--- src/rtl/decode_stage.sv ---
// Single-entry instruction decode stage with ready/valid handshake and a saturating illegal counter.
// Optional macro DECODE_MEXT_EN: accept R-type funct7=0000001 (M extension) and raise mext.
module decode_stage #(
    parameter int XLEN = 32,
    parameter int PC_W = 32
) (
    input  logic            clock,
    input  logic            nreset,
    input  logic            in_valid,
    output logic            in_ready,
    input  logic [31:0]     instr,
    input  logic [PC_W-1:0] pc_in,
    output logic            out_valid,
    input  logic            out_ready,
    input  logic            flush,
    output logic [3:0]      alu_op,
    output logic            regw,
    output logic            memr,
    output logic            memw,
    output logic            branch,
    output logic            jump,
    output logic [4:0]      rs1,
    output logic [4:0]      rs2,
    output logic [4:0]      rd,
    output logic [XLEN-1:0] imm,
    output logic [PC_W-1:0] pc_out,
    output logic            illegal,
    output logic            mext,
    output logic [15:0]     illegal_count
);

    localparam logic [6:0] OP_R      = 7'b0110011;
    localparam logic [6:0] OP_I      = 7'b0010011;
    localparam logic [6:0] OP_LOAD   = 7'b0000011;
    localparam logic [6:0] OP_STORE  = 7'b0100011;
    localparam logic [6:0] OP_BRANCH = 7'b1100011;
    localparam logic [6:0] OP_LUI    = 7'b0110111;
    localparam logic [6:0] OP_AUIPC  = 7'b0010111;
    localparam logic [6:0] OP_JAL    = 7'b1101111;
    localparam logic [6:0] OP_JALR   = 7'b1100111;

    logic [6:0] opcode;
    logic [2:0] funct3;
    logic [6:0] funct7;
    logic [4:0] rs1_f, rs2_f, rd_f;
    logic signed [31:0] imm_i, imm_s, imm_b, imm_u, imm_j;

    logic [3:0]      alu_op_d;
    logic            regw_d, memr_d, memw_d, branch_d, jump_d, illegal_d, mext_d;
    logic [4:0]      rs1_d, rs2_d, rd_d;
    logic signed [31:0] imm32_d;
    logic [XLEN-1:0] imm_d;

    logic            out_valid_q;
    logic [3:0]      alu_op_q;
    logic            regw_q, memr_q, memw_q, branch_q, jump_q, illegal_q, mext_q;
    logic [4:0]      rs1_q, rs2_q, rd_q;
    logic [XLEN-1:0] imm_q;
    logic [PC_W-1:0] pc_q;
    logic [15:0]     illegal_count_q;

    logic accept;

    assign opcode = instr[6:0];
    assign funct3 = instr[14:12];
    assign funct7 = instr[31:25];
    assign rs1_f  = instr[19:15];
    assign rs2_f  = instr[24:20];
    assign rd_f   = instr[11:7];

    assign imm_i = {{20{instr[31]}}, instr[31:20]};
    assign imm_s = {{20{instr[31]}}, instr[31:25], instr[11:7]};
    assign imm_b = {{19{instr[31]}}, instr[31], instr[7], instr[30:25], instr[11:8], 1'b0};
    assign imm_u = {instr[31:12], 12'h000};
    assign imm_j = {{11{instr[31]}}, instr[31], instr[19:12], instr[20], instr[30:21], 1'b0};

    // Every field a format does not use stays at its zero default, including all fields of an illegal word.
    always_comb begin
        alu_op_d  = 4'b0000;
        regw_d    = 1'b0;
        memr_d    = 1'b0;
        memw_d    = 1'b0;
        branch_d  = 1'b0;
        jump_d    = 1'b0;
        illegal_d = 1'b0;
        mext_d    = 1'b0;
        rs1_d     = 5'd0;
        rs2_d     = 5'd0;
        rd_d      = 5'd0;
        imm32_d   = 32'sd0;
        case (opcode)
            OP_R: begin
                if (funct7 == 7'b0000000 || funct7 == 7'b0100000) begin
                    alu_op_d = {funct3, funct7[5]};
                    regw_d   = 1'b1;
                    rs1_d    = rs1_f;
                    rs2_d    = rs2_f;
                    rd_d     = rd_f;
`ifdef DECODE_MEXT_EN
                end else if (funct7 == 7'b0000001) begin
                    alu_op_d = {funct3, 1'b0};
                    regw_d   = 1'b1;
                    mext_d   = 1'b1;
                    rs1_d    = rs1_f;
                    rs2_d    = rs2_f;
                    rd_d     = rd_f;
`endif
                end else begin
                    illegal_d = 1'b1;
                end
            end
            OP_I: begin
                alu_op_d = {funct3, (funct3 == 3'b101) ? funct7[5] : 1'b0};
                regw_d   = 1'b1;
                rs1_d    = rs1_f;
                rd_d     = rd_f;
                imm32_d  = imm_i;
            end
            OP_LOAD: begin
                memr_d  = 1'b1;
                regw_d  = 1'b1;
                rs1_d   = rs1_f;
                rd_d    = rd_f;
                imm32_d = imm_i;
            end
            OP_STORE: begin
                memw_d  = 1'b1;
                rs1_d   = rs1_f;
                rs2_d   = rs2_f;
                imm32_d = imm_s;
            end
            OP_BRANCH: begin
                alu_op_d = 4'b0001;
                branch_d = 1'b1;
                rs1_d    = rs1_f;
                rs2_d    = rs2_f;
                imm32_d  = imm_b;
            end
            OP_LUI, OP_AUIPC: begin
                regw_d  = 1'b1;
                rd_d    = rd_f;
                imm32_d = imm_u;
            end
            OP_JAL: begin
                jump_d  = 1'b1;
                regw_d  = 1'b1;
                rd_d    = rd_f;
                imm32_d = imm_j;
            end
            OP_JALR: begin
                jump_d  = 1'b1;
                regw_d  = 1'b1;
                rs1_d   = rs1_f;
                rd_d    = rd_f;
                imm32_d = imm_i;
            end
            default: begin
                illegal_d = 1'b1;
            end
        endcase
    end

    // Signed cast sign-extends from bit 31 for XLEN=64 and is a plain copy for XLEN=32.
    assign imm_d = XLEN'(imm32_d);

    assign in_ready = !flush && (!out_valid_q || out_ready);
    assign accept   = in_valid && in_ready;

    always_ff @(posedge clock) begin
        if (!nreset) begin
            out_valid_q <= 1'b0;
            alu_op_q    <= 4'b0000;
            regw_q      <= 1'b0;
            memr_q      <= 1'b0;
            memw_q      <= 1'b0;
            branch_q    <= 1'b0;
            jump_q      <= 1'b0;
            illegal_q   <= 1'b0;
            mext_q      <= 1'b0;
            rs1_q       <= 5'd0;
            rs2_q       <= 5'd0;
            rd_q        <= 5'd0;
            imm_q       <= '0;
            pc_q        <= '0;
        end else if (flush) begin
            out_valid_q <= 1'b0;
        end else if (accept) begin
            out_valid_q <= 1'b1;
            alu_op_q    <= alu_op_d;
            regw_q      <= regw_d;
            memr_q      <= memr_d;
            memw_q      <= memw_d;
            branch_q    <= branch_d;
            jump_q      <= jump_d;
            illegal_q   <= illegal_d;
            mext_q      <= mext_d;
            rs1_q       <= rs1_d;
            rs2_q       <= rs2_d;
            rd_q        <= rd_d;
            imm_q       <= imm_d;
            pc_q        <= pc_in;
        end else if (out_ready) begin
            out_valid_q <= 1'b0;
        end
    end

    // accept already excludes flush cycles, so discarded words never count.
    always_ff @(posedge clock) begin
        if (!nreset) begin
            illegal_count_q <= 16'h0000;
        end else if (accept && illegal_d && illegal_count_q != 16'hFFFF) begin
            illegal_count_q <= illegal_count_q + 16'h0001;
        end
    end

    assign out_valid     = out_valid_q;
    assign alu_op        = alu_op_q;
    assign regw          = regw_q;
    assign memr          = memr_q;
    assign memw          = memw_q;
    assign branch        = branch_q;
    assign jump          = jump_q;
    assign rs1           = rs1_q;
    assign rs2           = rs2_q;
    assign rd            = rd_q;
    assign imm           = imm_q;
    assign pc_out        = pc_q;
    assign illegal       = illegal_q;
    assign mext          = mext_q;
    assign illegal_count = illegal_count_q;

endmodule
--- config.mk ---
export PLATFORM = sky130hd
export DESIGN_NAME = decode_stage
export DESIGN_NICKNAME = d
export VERILOG_FILES = /design/src/rtl/decode_stage.sv
export SDC_FILE = /design/constraint.sdc
export NUM_CORES = 1
export LEC_CHECK = 0
export CORE_ASPECT_RATIO = 0.8
export CORE_UTILIZATION = 46
export CTS_CLUSTER_DIAMETER = 30
export DETAILED_ROUTE_END_ITERATION = 10
export PLACE_DENSITY = 0.9
export SYNTH_ARGS = -nofsm -noshare
export SYNTH_HDL_FRONTEND = slang
export SYNTH_SLANG_ARGS = --single-unit
--- constraint.sdc ---
create_clock -name clock -period 4.35 [get_ports clock]
set_input_delay 1.0875 -clock clock [delete_from_list [all_inputs] [get_ports clock]]
set_output_delay 1.0875 -clock clock [all_outputs]
set_load 0.02 [all_outputs]
==> results of run 1 <==
per-stage QoR:
| stage | setup slack (ps) | std cells | hold WS, ps | total power (uW) | util, % |
|---|---|---|---|---|---|
| 6_report | 947 | 796 | 457 | 2060 | 70.7 |
| 3_3_place_gp | 979 | 780 | 438 | 1290 | 67.5 |
| 2_1_floorplan | 1620 | 516 | 530 | 1150 | - |
| 3_5_place_dp | 944 | 780 | 448 | 1300 | 67.5 |
| 5_1_grt | 894 | 796 | 478 | 2140 | 70.7 |
| 4_1_cts | 950 | 796 | 457 | 2070 | 70.7 |
cells by family after synthesis:
family / count (synthesis)
AO/OA/AOI/OAI: 148
adder cells (fa/ha/maj): 1
buffers and inverters: 39
flip-flops: 106
multiplexers: 6
other: 1
AND/OR/NAND/NOR: 215
final timing paths:
check / startpoint / end / slack (ps) / cells past startpoint
max reg2reg: illegal_count[0]$_SDFFE_PN0P_ / illegal_count[11]$_SDFFE_PN0P_ / 1870 / 6
min: pc_out[27]$_SDFFE_PN0P_ / pc_out[27]$_SDFFE_PN0P_ / 460 / 2
min reg2reg: pc_out[27]$_SDFFE_PN0P_ / pc_out[27]$_SDFFE_PN0P_ / 460 / 2
max: out_ready / in_ready / 950 / 4
flip-flops by register name (all words and copies together) (netlist names):
name / flops
out_valid: 1
illegal: 1
pc_out: 32
rs2: 5
regw: 1
branch: 1
memw: 1
alu_op: 4
memr: 1
jump: 1
rs1: 5
illegal_count: 16
rd: 5
imm: 32
Yosys cell counts, drive strengths merged (2+ instances only):
library cell / number
nand2: 113
a2bb2oi: 5
nor4: 6
mux2i: 5
dfxtp: 106
or3: 2
o21a: 2
a22o: 10
or4: 7
o31ai: 8
a21oi: 73
nor2: 29
buf: 10
or2: 3
and2: 8
o211ai: 2
a221o: 8
a221oi: 4
clkbuf: 23
nand3: 16
nand4: 3
a21o: 3
nor3: 7
inv: 6
and3: 5
a211oi: 2
nand2b: 6
nand3b: 2
a22oi: 4
o21ai: 24
per-layer routing:
layer  GRT usage [%]  vias up
met2            44.3      239
met3            9.86       21
met1            31.3     2067
met5               0        -
li1                -     2141
met4            7.27        0
power by group through the flow:
stage	Sequential, uW	Clock [uW]	Combinational (uW)
finish	1010	783	269
global route	1010	841	287
CTS	1010	792	268
detailed placement	1030	0	266
global placement	1030	0	260
floorplan	1060	0	91.6
worst max-delay path: cells and delay by family:
family                 cells  cell delay (ps)
buffers and inverters      2             1080
and+or+nand+nor            2              140
cell type report:
class | count | share of cell area, %
sequential | 106 | 33.1
tap | 115 | 2.24
timing repair buffer | 182 | 28.1
multi-input combinational | 371 | 31.8
inverter | 6 | 0.351
clock buffer | 10 | 3.72
clock inverter | 6 | 0.760
==> metrics.csv, run 1 <==
stage,metric,value,unit
run_status,status,"complete, no violations",
critical_path,slowest_delay,600,ps
power,switchingPower,527,uW
yosys,synth_flop_cell,dfxtp_1,
power,pwr-share-comb,13.1,%
floorplan,die_x,110,um
power,switching_share,25.6,%
route,avgRoutedWirePerCell,16.5,um
yosys,syn_nets,586,
timing,tns,0,ps
route,met3_length,1240,um
yosys,synth_warnings,0,
route,routed.top_layer,met4,
timing,finalSetupViolations,0,
yosys,synth_top_family_by_area,simple AND/OR/NAND/NOR gates,
timing,drv_slew,0,
route,drcViolationCount,0,
power,ir_drop,0.000215,V
yosys,synth-seq-area-share,49.0,%
critical_path,worstPathMaxFanout,2,
final_layout,multi_input_area,2040,um^2
timing,final_hold_viol_count,0,
yosys,ys_async_sr_fraction,0,%
power,leakagePower,0.00224,uW
floorplan,start_util,47.7,%
route,viasPerCell,5.61,
critical_path,critical_path.startpoint_type,input port,
clock_tree,clk_pin_slew_worst_paths,70,ps
timing,finalCritPeriodShare,78.2,%
final_layout,synthToLayoutAreaGrowth,48.4,%
final_layout,seqCellArea,2120,um^2
global_route,grt_pass1_vias,4187,
timing,slew_headroom,19.9,%
final_layout,drive_above_1_share,5.14,%
route,drt_iter0_drc,386,
clock_tree,cts_hold_buffers,0,
yosys,synth_compound_area_share,21.6,%
yosys,synth_top_area_share,49.0,%
global_route,grt_remaining_overflow,0,
route,m1WireLength,5480,um
route,vias,4468,
yosys,yosys.area.top_type,dfxtp_1,
clock_tree,tritoncts,yes,
critical_path,critPathCaptureType,primary output,
final_layout,finalInstanceArea,6420,um^2
global_route,grt_max_degree,64,
power,pwr_density_cell,321,nW/um^2
final_layout,final_common_cell,clkdlybuf4s50_1,
critical_path,cp_data_arrival_time,2320,ps
yosys,synth-edff-count,0,
route,drt-pass1-iter-count,6,
power,p_int,1540,uW
yosys,avgSynthCellArea,8.38,um^2
timing,rsz0062_at_grt,false,
final_layout,antenna_cells,0,
yosys,synthMuxAreaShare,1.42,%
global_route,grt_first_pass_wirelength,20500,um
yosys,synth_area_leaders,"dfxtp_1 (49%), nand2_1 (9.8%), a21oi_1 (8.4%)",
clock_tree,post-cts-setup-buffers,0,
yosys,yosys.area_share.simple,23.5,%
place,io_buffer_count,175,
clock_tree,cts_resized,0,
critical_path,crit_required,3260,ps
global_route,track_usage,26.1,%
critical_path,slowest_stage,clkdlybuf4s50_1,
global_route,antenna_found_initial,0,
worst_hold_path,hp-class,flip-flop to flip-flop,
flow_run,maxCapViolations,0,
clock_tree,htreeDepth,3,
yosys,ys_types,51,
clock_tree,clock_sinks,106,
floorplan,io_pins,177,
floorplan,die_h,88.7,um
power,seq_power_share,49.0,%
timing,max_slew.worst_pin.slew,1200,ps
critical_path,critPathKind,input port to primary output,
route,wl_met2,6240,um
critical_path,cp_cell_sequence,"clkdlybuf4s50_1, nor2b_1, nor2_1, clkdlybuf4s50_1",
timing,fmax,0.294,GHz
floorplan,num_rows,31,
critical_path,cpMostUsedCell,clkdlybuf4s50_1,
timing,fin_crit,3400,ps
clock_tree,clk_latency,340,ps
final_layout,layout_common_cells,"clkdlybuf4s50_1 (175), nand2_1 (113), dfxtp_1 (106), a21oi_1 (73), nor2_1 (29)",
place,dp_hpwl,9440,um
route,ant_nets,0,
floorplan,die_area,9800,um^2
floorplan,core,9080,um^2
final_layout,final_nets,746,
clock_tree,clockBufferDepth,2,
yosys,synth_fa_ha_area_share,0.289,%
place,gp_congestion,0.905,
yosys,synth_xor_area_share,0,%
route,wl,13200,um
place,placed_cell_area,6130,um^2
power,p_clk_share,38.0,%
final_layout,nFillCells,691,
yosys,ys_ff_latch,106,
clock_tree,numCtsBuffers,9,
timing,skew,5.40,ps
clock_tree,clock_tree.root_cell,clkbuf_16,
yosys,synth_area,4330,um^2
yosys,synthCells,516,
Note: power is estimated with default switching activity, not from simulation.
==> run 2, diff against run 1 <==
- CORE_UTILIZATION: 46 -> 43
- PLACE_DENSITY: 0.9 -> 0.85
- clock period: 4.35 -> 3.26 ns (I/O delays scaled with it)
==> metrics.csv, run 2 (synthesis gave the netlist of run 1 again) <==
stage,metric,value,unit
clock_tree,cts_hold_buffers,0,
clock_tree,numCtsBuffers,9,
run_status,status,"complete, no violations",
timing,fmax,0.351,GHz
flow_run,maxCapViolations,0,
critical_path,cpMostUsedCell,clkdlybuf4s50_1,
route,drcViolationCount,0,
critical_path,rrSetupSlack,1270,ps
timing,slew_headroom,23.6,%
clock_tree,clk_latency,340,ps
critical_path,worstPathMaxFanout,2,
floorplan,die_area,10500,um^2
critical_path,cp_cell_sequence,"clkdlybuf4s50_1, nor2b_1, nor2_1, clkdlybuf4s50_1",
route,vias,4502,
timing,tns,0,ps
critical_path,path_buf_inv,2,
place,gp_congestion,0.841,
clock_tree,htreeDepth,3,
clock_tree,clock_sinks,106,
clock_tree,cts_resized,0,
power,pwr_density_cell,421,nW/um^2
timing,final_hold_viol_count,0,
route,drt-pass1-iter-count,5,
critical_path,reg2reg_from,illegal_count[0]$_SDFFE_PN0P_,
route,ant_nets,0,
global_route,grt_max_degree,64,
critical_path,slowest_stage,clkdlybuf4s50_1,
floorplan,die_h,91.7,um
worst_hold_path,holdPathEnd,pc_out[1]$_SDFFE_PN0P_,
global_route,grt_pass1_vias,4187,
clock_tree,clockBufferDepth,2,
timing,max_slew.worst_pin.slew,1140,ps
place,dp_hpwl,9470,um
critical_path,critPathKind,input port to primary output,
clock_tree,post-cts-setup-buffers,0,
floorplan,core,9690,um^2
clock_tree,clock_tree.root_cell,clkbuf_16,
critical_path,crit_family,buffers and inverters,
worst_hold_path,hp-start,pc_out[1]$_SDFFE_PN0P_,
worst_hold_path,hold_depth,2,
critical_path,crit_start,out_ready,
final_layout,final_cell_count_no_fill,820,
floorplan,start_util,44.7,%
place,io_buffer_count,175,
clock_tree,clk_pin_slew_worst_paths,70,ps
global_route,grt_remaining_overflow,0,
final_layout,nFillCells,795,
timing,finalCritPeriodShare,87.3,%
critical_path,critPathCaptureType,primary output,
global_route,grt_first_pass_wirelength,20600,um
critical_path,slowest_delay,600,ps
place,dp_cells,804,
timing,fin_crit,2850,ps
clock_tree,tritoncts,yes,
final_layout,drive_above_1_share,5.56,%
critical_path,reg2reg_to,illegal_count[11]$_SDFFE_PN0P_,
final_layout,final_nets,749,
power,leakagePower,0.00226,uW
final_layout,antenna_cells,0,
timing,drv_slew,0,
floorplan,io_pins,177,
critical_path,critical_path.startpoint_type,input port,
final_layout,layout_common_cells,"clkdlybuf4s50_1 (175), nand2_1 (113), dfxtp_1 (106), a21oi_1 (73), nor2_1 (29)",
route,drt_iter0_drc,269,
critical_path,cp_data_arrival_time,2030,ps
critical_path,r2r_cells,7,
route,avgRoutedWirePerCell,15.7,um
floorplan,die_x,114,um
power,ir_drop,0.000226,V
global_route,antenna_found_initial,0,
route,wl,12900,um
final_layout,final_common_cell,clkdlybuf4s50_1,
global_route,track_usage,24.5,%
final_layout,synthToLayoutAreaGrowth,49.2,%
timing,skew,6.63,ps
timing,finalSetupViolations,0,
worst_hold_path,hp-class,flip-flop to flip-flop,
route,viasPerCell,5.49,
timing,rsz0062_at_grt,false,
critical_path,crit_required,2440,ps
floorplan,num_rows,32,
[run 2: final cells by class]
type | count | area [um^2] | share of cell area, %
clock buffer | 9 | 225 | 3.49
multi-input combinational | 371 | 2040 | 31.6
timing repair buffer | 185 | 1830 | 28.3
tap | 136 | 170 | 2.64
clock inverter | 7 | 52.6 | 0.814
inverter | 6 | 22.5 | 0.349
sequential | 106 | 2120 | 32.9
[run 2: power by group]
part / switching [uW] / internal (uW) / leakage (uW) / total, uW
Combinational: 187 / 173 / 0.00126 / 360
Clock: 487 / 524 / 0.000136 / 1010
Sequential: 18.7 / 1330 / 0.000861 / 1350
Total: 692 / 2030 / 0.00226 / 2720
[run 2: stage by stage]
stage / setup WS [ps] / power, uW / area, um^2 / utilization [%] / hold slack (ps)
floorplan: 807 / 1540 / 4330 / - / 530
global placement: 256 / 1730 / 6180 / 63.8 / 441
detailed placement: 175 / 1730 / 6180 / 63.8 / 448
CTS: 404 / 2740 / 6460 / 66.6 / 458
global route: 355 / 2830 / 6460 / 66.6 / 470
finish: 413 / 2720 / 6460 / 66.6 / 454
[run 2: routing by layer]
layer	track usage (%)	part of all wire, %	vias up
met5	0	0	-
met4	7.14	1.9	0
met3	7.01	9.3	21
met2	40.7	47	210
met1	30.9	42	2116
li1	-	-	2155
[run 2: worst reg2reg max path, stage by stage (launching register included)]
cell	delay [ps]
dfxtp_1	350
ha_1	230
and2_1	180
nand4_1	190
nor2_1	120
buf_4	200
nor4_1	390
mux2i_1	250
[run 2: worst max path at each step]
stage                     cells after the start                        endpoint
final                                         4                        in_ready
after global placement                        6   illegal_count[4]$_SDFFE_PN0P_
after detailed placement                      6   illegal_count[4]$_SDFFE_PN0P_
after global routing                          6            imm[19]$_SDFFE_PN0P_
after CTS                                     4                        in_ready
after floorplan                               7  illegal_count[10]$_SDFFE_PN0P_
==> run 3, diff against run 2 <==
- CORE_UTILIZATION: 43 -> 39
- PLACE_DENSITY: 0.85 -> 0.82
- clock period: 3.26 -> 2.3 ns (I/O delays scaled with it)
==> metrics.csv, run 3 (synthesis gave the netlist of run 1 again) <==
stage,metric,value,unit
timing,finalSetupViolations,0,
timing,fin_crit,2240,ps
route,ant_nets,0,
floorplan,die_area,11500,um^2
critical_path,critical_path.startpoint_type,input port,
route,wl,14000,um
floorplan,num_rows,34,
place,dp_cells,850,
power,leakagePower,0.00250,uW
route,drt_iter0_drc,270,
global_route,track_usage,23.8,%
timing,rsz0062_at_grt,true,
power,ir_drop,0.000455,V
timing,tns,0,ps
timing,drv_slew,0,
floorplan,start_util,39.9,%
critical_path,critPathCaptureType,flip-flop,
floorplan,io_pins,177,
critical_path,worstPathMaxFanout,8,
run_status,status,"complete, no violations",
route,drcViolationCount,0,
clock_tree,cts_hold_buffers,0,
route,avgRoutedWirePerCell,16.2,um
clock_tree,tritoncts,yes,
critical_path,cp_data_arrival_time,2470,ps
global_route,antenna_found_initial,0,
route,drt-pass1-iter-count,5,
clock_tree,clk_latency,340,ps
clock_tree,numCtsBuffers,9,
place,io_buffer_count,175,
floorplan,die_x,120,um
floorplan,die_h,96.2,um
final_layout,layout_common_cells,"clkdlybuf4s50_1 (169), nand2_1 (113), dfxtp_1 (106), a21oi_1 (72), buf_4 (46)",
critical_path,critPathKind,input port to flip-flop,
clock_tree,clk_pin_slew_worst_paths,70,ps
route,vias,4678,
timing,fmax,0.447,GHz
global_route,grt_pass1_vias,4466,
flow_run,maxCapViolations,0,
final_layout,final_core_util,63.0,%
global_route,grt_first_pass_wirelength,21500,um
route,viasPerCell,5.40,
critical_path,crit_required,2540,ps
floorplan,core,10800,um^2
final_layout,drive_above_1_share,11.8,%
timing,slew_headroom,52.5,%
timing,max_slew.worst_pin.slew,712,ps
final_layout,antenna_cells,0,
final_layout,final_nets,788,
place,dp_hpwl,10300,um
power,pwr_density_cell,571,nW/um^2
clock_tree,clock_tree.root_cell,clkbuf_16,
timing,final_hold_viol_count,0,
clock_tree,clock_sinks,106,
timing,skew,4.02,ps
final_layout,final_common_cell,clkdlybuf4s50_1,
final_layout,final_cell_count_no_fill,867,
worst_hold_path,hp-class,flip-flop to flip-flop,
global_route,grt_remaining_overflow,0,
clock_tree,clockBufferDepth,2,
final_layout,synthToLayoutAreaGrowth,58.0,%
timing,finalCritPeriodShare,97.2,%
global_route,grt_max_degree,64,
place,gp_congestion,0.883,
clock_tree,htreeDepth,3,
## run 3: changes by cell type in the layout (fill, tap and decap cells not counted), sizes merged
cell / previous run / this run
dlymetal6s2s: 0 / 3
dlygate4sd2: 0 / 3
clkdlybuf4s50: 175 / 169
buf: 10 / 48
a211o: 1 / 2
## run 3: metrics by stage
| step | hold slack, ps | power, uW | setup WS, ps | area [um^2] |
|---|---|---|---|---|
| global placement | 442 | 2490 | -312 | 6500 |
| detailed placement | 447 | 2500 | -484 | 6500 |
| finish | 455 | 3900 | 63.7 | 6840 |
| CTS | 457 | 3940 | 1.62 | 6790 |
| global route | 469 | 4060 | -0.350 | 6840 |
| floorplan | 530 | 2180 | 87.4 | 4330 |
## run 3: final timing paths
check	slack, ps	to	from	cells after the start
hold / removal	460	pc_out[4]$_SDFFE_PN0P_	pc_out[4]$_SDFFE_PN0P_	2
hold reg to reg	460	pc_out[4]$_SDFFE_PN0P_	pc_out[4]$_SDFFE_PN0P_	2
setup reg to reg	310	illegal_count[5]$_SDFFE_PN0P_	illegal_count[0]$_SDFFE_PN0P_	7
setup / recovery	60	illegal_count[14]$_SDFFE_PN0P_	instr[27]	6
## run 3: report_power, final
part | total [uW] | internal [uW] | switching (uW)
clock | 1430 | 742 | 688
sequential | 1910 | 1880 | 26.7
combinational | 563 | 278 | 285
## run 3: layout make-up
cell class | count | area, um^2
inverter | 6 | 22.5
multi-input combinational | 372 | 2090
sequential | 106 | 2120
tap | 144 | 180
timing repair buffer | 223 | 2140
fill | 896 | 4010
clock inverter | 7 | 52.6
clock buffer | 9 | 225
## run 3: layer usage
metal	wire, um	part of all wire, %	vias up	global-route usage [%]
met5	0	0	-	0
met4	231	1.6	0	8.85
met3	1180	8.4	22	6.93
met2	6680	48	239	41.3
met1	5910	42	2194	27.9
li1	-	-	2223	-
## run 3: what timing repair did
| action | in CTS | in global routing |
|---|---|---|
| endpoints found under the setup margin | 17 | 37 |
| buffers inserted | 0 | 0 |
| cloned | 0 | 1 |
| pin swaps | 1 | 3 |
| resized for setup | 7 | 10 |
## run 3: worst max-delay path, stage by stage
cell and delay (ps):
clkdlybuf4s50_1 420, or4_4 590, nor4_4 270, a211o_2 260
nor2_1 80, a311oi_1 270
